**config.mk**
```make
export PLATFORM = sky130hd
export DESIGN_NAME = popcount_window_acc
export DESIGN_NICKNAME = d
export VERILOG_FILES = /design/src/rtl/popcount_window_acc.sv
export SDC_FILE = /design/constraint.sdc
export NUM_CORES = 1
export LEC_CHECK = 0
export CELL_PAD_IN_SITES_DETAIL_PLACEMENT = 1
export CELL_PAD_IN_SITES_GLOBAL_PLACEMENT = 1
export CORE_UTILIZATION = 43
export DETAILED_ROUTE_END_ITERATION = 10
export HOLD_SLACK_MARGIN = 0.1
export PLACE_DENSITY_LB_ADDON = 0.2
export SYNTH_ARGS = -nofsm -noshare
export SYNTH_HDL_FRONTEND = slang
export SYNTH_SLANG_ARGS = --single-unit
export TNS_END_PERCENT = 10
```
**constraint.sdc**
```tcl
create_clock -name iClk -period 2.5 [get_ports iClk]
set_input_delay 0.5 -clock iClk [delete_from_list [all_inputs] [get_ports iClk]]
set_output_delay 0.5 -clock iClk [all_outputs]
set_load 0.02 [all_outputs]
```
**src/rtl/popcount_window_acc.sv**
```systemverilog
// popcount_window_acc: polarity-masked multi-cycle popcount summed over WINDOW samples; define POPCNT_THRESH_EN for the threshold flag oOver
module popcount_window_acc #(
  parameter int WIDTH = 8,
  parameter int LANES = 2,
  parameter int WINDOW = 4,
  localparam int CNT_W = $clog2(WIDTH*WINDOW+1)
) (
  input  logic             iClk,
  input  logic             iRst_n,
  input  logic             iClear,
  input  logic [WIDTH-1:0] iData,
  input  logic [WIDTH-1:0] iPolMask,
  input  logic             iValid,
  output logic             oReady,
  output logic [CNT_W-1:0] oCount,
  output logic             oValid,
`ifdef POPCNT_THRESH_EN
  input  logic [CNT_W-1:0] iThresh,
  output logic             oOver,
`endif
  input  logic             iReady
);
  localparam int NCH = WIDTH/LANES;
  localparam int CW = NCH > 1 ? $clog2(NCH) : 1;
  localparam int IW = WINDOW > 1 ? $clog2(WINDOW) : 1;
  localparam int PW = $clog2(LANES+1);
  typedef enum logic [1:0] {IDLE, COUNT, DONE} state_t;
  state_t state, state_n;
  logic [WIDTH-1:0] shreg;
  logic [CW-1:0] chunk;
  logic [IW-1:0] idx;
  logic [CNT_W-1:0] acc, sum;
  logic [PW-1:0] psum;
  logic last_chunk, last_sample, finish;
  assign oReady = (state == IDLE) & ~iClear;
  assign last_chunk = chunk == CW'(NCH-1);
  assign last_sample = idx == IW'(WINDOW-1);
  assign finish = (state == COUNT) & last_chunk & last_sample;
  // ones in the lowest LANES bits of the shift register, added to the running total
  always_comb begin
    psum = '0;
    for (int i = 0; i < LANES; i++) psum = psum + PW'(shreg[i]);
    sum = acc + CNT_W'(psum);
  end
  // next state: clear wins over accept and output handshake
  always_comb begin
    state_n = state;
    if (iClear) state_n = IDLE;
    else if (state == IDLE && iValid) state_n = COUNT;
    else if (state == COUNT && last_chunk) state_n = last_sample ? DONE : IDLE;
    else if (state == DONE && iReady) state_n = IDLE;
  end
  // state register
  always_ff @(posedge iClk or negedge iRst_n)
    if (!iRst_n) state <= IDLE;
    else state <= state_n;
  // datapath: latch masked sample, count chunk by chunk, publish the window total
  always_ff @(posedge iClk or negedge iRst_n)
    if (!iRst_n) begin
      shreg <= '0;
      chunk <= '0;
      acc <= '0;
      idx <= '0;
      oCount <= '0;
      oValid <= 1'b0;
    end else if (iClear) begin
      acc <= '0;
      idx <= '0;
      oValid <= 1'b0;
    end else if (state == IDLE) begin
      if (iValid) begin
        shreg <= iData ^ iPolMask;
        chunk <= '0;
      end
    end else if (state == COUNT) begin
      acc <= sum;
      shreg <= shreg >> LANES;
      chunk <= chunk + CW'(1);
      if (last_chunk && last_sample) begin
        oCount <= sum;
        oValid <= 1'b1;
      end else if (last_chunk) idx <= idx + IW'(1);
    end else if (iReady) begin
      oValid <= 1'b0;
      acc <= '0;
      idx <= '0;
    end
`ifdef POPCNT_THRESH_EN
  // threshold flag captured alongside the final sum, untouched by clear
  always_ff @(posedge iClk or negedge iRst_n)
    if (!iRst_n) oOver <= 1'b0;
    else if (!iClear && finish) oOver <= sum >= iThresh;
`endif
endmodule

```
==> results.json, run 1 <==
{
  "post-cts-setup-buffers": 0,
  "synth_top_area_share_pct": 46.8,
  "min_path_cells": 1,
  "holdPathEnd": "chunk[0]$_DFFE_PN0P_",
  "ios": 29,
  "dieArea_um2": 3590,
  "viasPerCell": 5.31,
  "hold_buffers": 0,
  "first_global_vias": 1208,
  "htreeDepth": 1,
  "max_cap_violations": 0,
  "wl_um": 3090,
  "grt_pass1_wl_um": 5290,
  "worstSetupEndpointType": "output pin",
  "nets": 186,
  "wl_per_cell_um": 15.1,
  "antenna_found_initial": 0,
  "hold_viol": 0,
  "worstPathArrival_ns": 1.86,
  "synth-seq-cells": 27,
  "syn_avg_cell_area_um2": 11.3,
  "hold_path_class": "register to register",
  "syn-cell-area_um2": 1440,
  "cts_buffers": 3,
  "std_cell_rows": 20,
  "ys_seq_area_share_pct": 46.8,
  "synth_most_common_cell": "dfrtp_1",
  "grt_max_degree": 28,
  "worst_pin_slew_ns": 0.419,
  "worst_ep_required_time_ns": 2.00,
  "synthTopCellsByCount": "dfrtp_1 (27), o21ai_0 (14), mux2_2 (13)",
  "report.final.slew_viol_count": 0,
  "cts.sinks": 27,
  "crit_fanout": 10,
  "fin_crit_ns": 2.36,
  "setup_ws_ns": 0.136,
  "synth_area_leader_cell": "dfrtp_1",
  "antenna_cells": 0,
  "crit_chain": "or2_2, nor2_1, clkdlybuf4s50_1",
  "rrSetupSlack_ns": 0.78,
  "vias": 1083,
  "min_period_over_period_pct": 94.6,
  "clk_pin_slew_ns": 0.14,
  "relSlewSlack_pct": 72.0,
  "path_buf_inv": 1,
  "status": "completed",
  "synth_area_leaders": "dfrtp_1 (47%), mux2_2 (10%), xnor2_1 (6.1%)",
  "post-place-ws_ns": 0.219,
  "vdd_ir_drop_max_mv": 0.270,
  "clock_tree.buffer_depth": 2,
  "startpoint_type": "register",
  "chipHeight_um": 59.9,
  "cp_slowest_cell": "clkdlybuf4s50_1",
  "ff2ff_path_depth": 5,
  "holdWs_ns": 0.492,
  "slowest_delay_ns": 0.62,
  "fin_util_pct": 58.0,
  "overflow": 0,
  "drive_above_1_share_pct": 16.9,
  "layoutNonFillerInstCount": 204,
  "hp-start": "chunk[0]$_DFFE_PN0P_",
  "drt_iter0_drc": 12,
  "skew_ns": 0.0174,
  "reg2reg_from": "shreg[0]$_DFFE_PN0P_",
  "fin_tns_setup_ns": 0,
  "p_per_area_nw_per_um2": 504,
  "r2r_end": "oCount[4]$_DFFE_PN0P_",
  "cts-root-buf": "clkbuf_4",
  "port_buffers": 28,
  "synth-edff-count": 0,
  "clock_latency_ns": 0.34,
  "rsz0062_at_grt": "false",
  "track_usage_pct": 20.2,
  "place_congestion": 0.720,
  "dpl.cell_count": 200,
  "ys_warn_count": 0,
  "async_reset_ff_share_pct": 100,
  "crit_family": "buffers and inverters",
  "cts_tree": "done",
  "hpwlAfterDp_um": 2320,
  "synthCells": 128,
  "ys_types": 36,
  "critPathKind": "register to output pin",
  "detail-route-antenna-nets": 0,
  "initial_core_util_pct": 46.1,
  "synth_nets": 153,
  "die_x_um": 59.9,
  "max_freq_mhz": 423,
  "finalSetupViolCount": 0,
  "p_leak_nw": 0.785,
  "synth_top_flop_cell": "dfrtp_1",
  "cts_resized": 0,
  "remaining_drc_errors": 0,
  "dr.pass1.iters": 4,
  "syn2layout_area_growth_pct": 25.8,
  "core_um2": 3130
}
## layout make-up
| cell class | instances | area (µm²) |
|---|---|---|
| fillers | 350 | 1310 |
| multi-input cells | 92 | 717 |
| flip-flops and latches | 27 | 676 |
| repair buffers | 34 | 325 |
| well taps | 44 | 55.1 |
| clock buffers | 3 | 22.5 |
| inverters | 3 | 11.3 |
| clock inverters | 1 | 7.51 |
## where the power goes
part           switching [W]  leakage [nW]  internal (W)
clock               0.000138        0.0139     0.0000613
sequential         0.0000275         0.359      0.000482
combinational      0.0000902         0.412      0.000115
## worst max path at each step
stage	from	to	slack [ns]	cells past startpoint
after global routing	state[0]$_DFFE_PN0P_	oReady	0.07	3
final	state[0]$_DFFE_PN0P_	oReady	0.14	3
after global placement	iClear	oReady	0.26	3
after floorplan	state[1]$_DFFE_PN0P_	oReady	0.79	4
after CTS	state[0]$_DFFE_PN0P_	oReady	0.10	3
after detailed placement	iClear	oReady	0.22	3
## cell families (layout without fill, tap and decap cells)
family          Yosys count  after routing  synth area share, %
buf+inv                   9             41                 3.47
xor+xnor                 12             12                 7.29
compound gates           33             33                 14.8
flops                    27             27                 46.8
mux                      16             16                 12.2
simple gates             27             27                 11.4
fa+ha+maj                 4              4                 3.99
## layer usage
metal,up-vias,GRT usage [%],share of wire [%]
met1,536,24.8,45
met3,8,2.16,2.2
li1,520,-,-
met5,-,0,0
met2,19,35.7,50
met4,0,8.97,2.2
## flip-flops by register name, summed over array words and instances (netlist names)
| signal | flops |
|---|---|
| shreg | 8 |
| acc | 6 |
| oCount | 6 |
| chunk | 2 |
| idx | 2 |
| state | 2 |
| oValid | 1 |
## placed cells by master, fill, tap and decap left out, types with 4 or more instances in the layout
cell type / synthesis / routed
dfrtp_1: 27 / 27
nor2_1: 5 / 5
a21oi_1: 4 / 4
xnor2_1: 10 / 10
clkdlybuf4s50_1: 0 / 28
a22o_1: 4 / 4
mux2_2: 13 / 13
o21ai_0: 14 / 14
nand2_1: 5 / 5
nand3_1: 4 / 4
buf_4: 0 / 6
## metrics by stage
stage	total power, W	area [µm²]
after floorplan	0.000636	1440
after global placement	0.000712	1780
after detailed placement	0.000725	1780
after CTS	0.000925	1810
after global routing	0.000969	1810
final	0.000914	1810
(Power assumes the default switching activity.)
==> inputs of run 2 (changes only) <==
- SLEW_MARGIN: unset -> 20
==> results of run 2 <==
No change in the layout: final DEF, timing and power equal those of run 1.
==> inputs of run 3 (changes only) <==
- GPL_ROUTABILITY_DRIVEN: unset -> 0
==> results of run 3 <==
No change in the layout: final DEF, timing and power equal those of run 1.
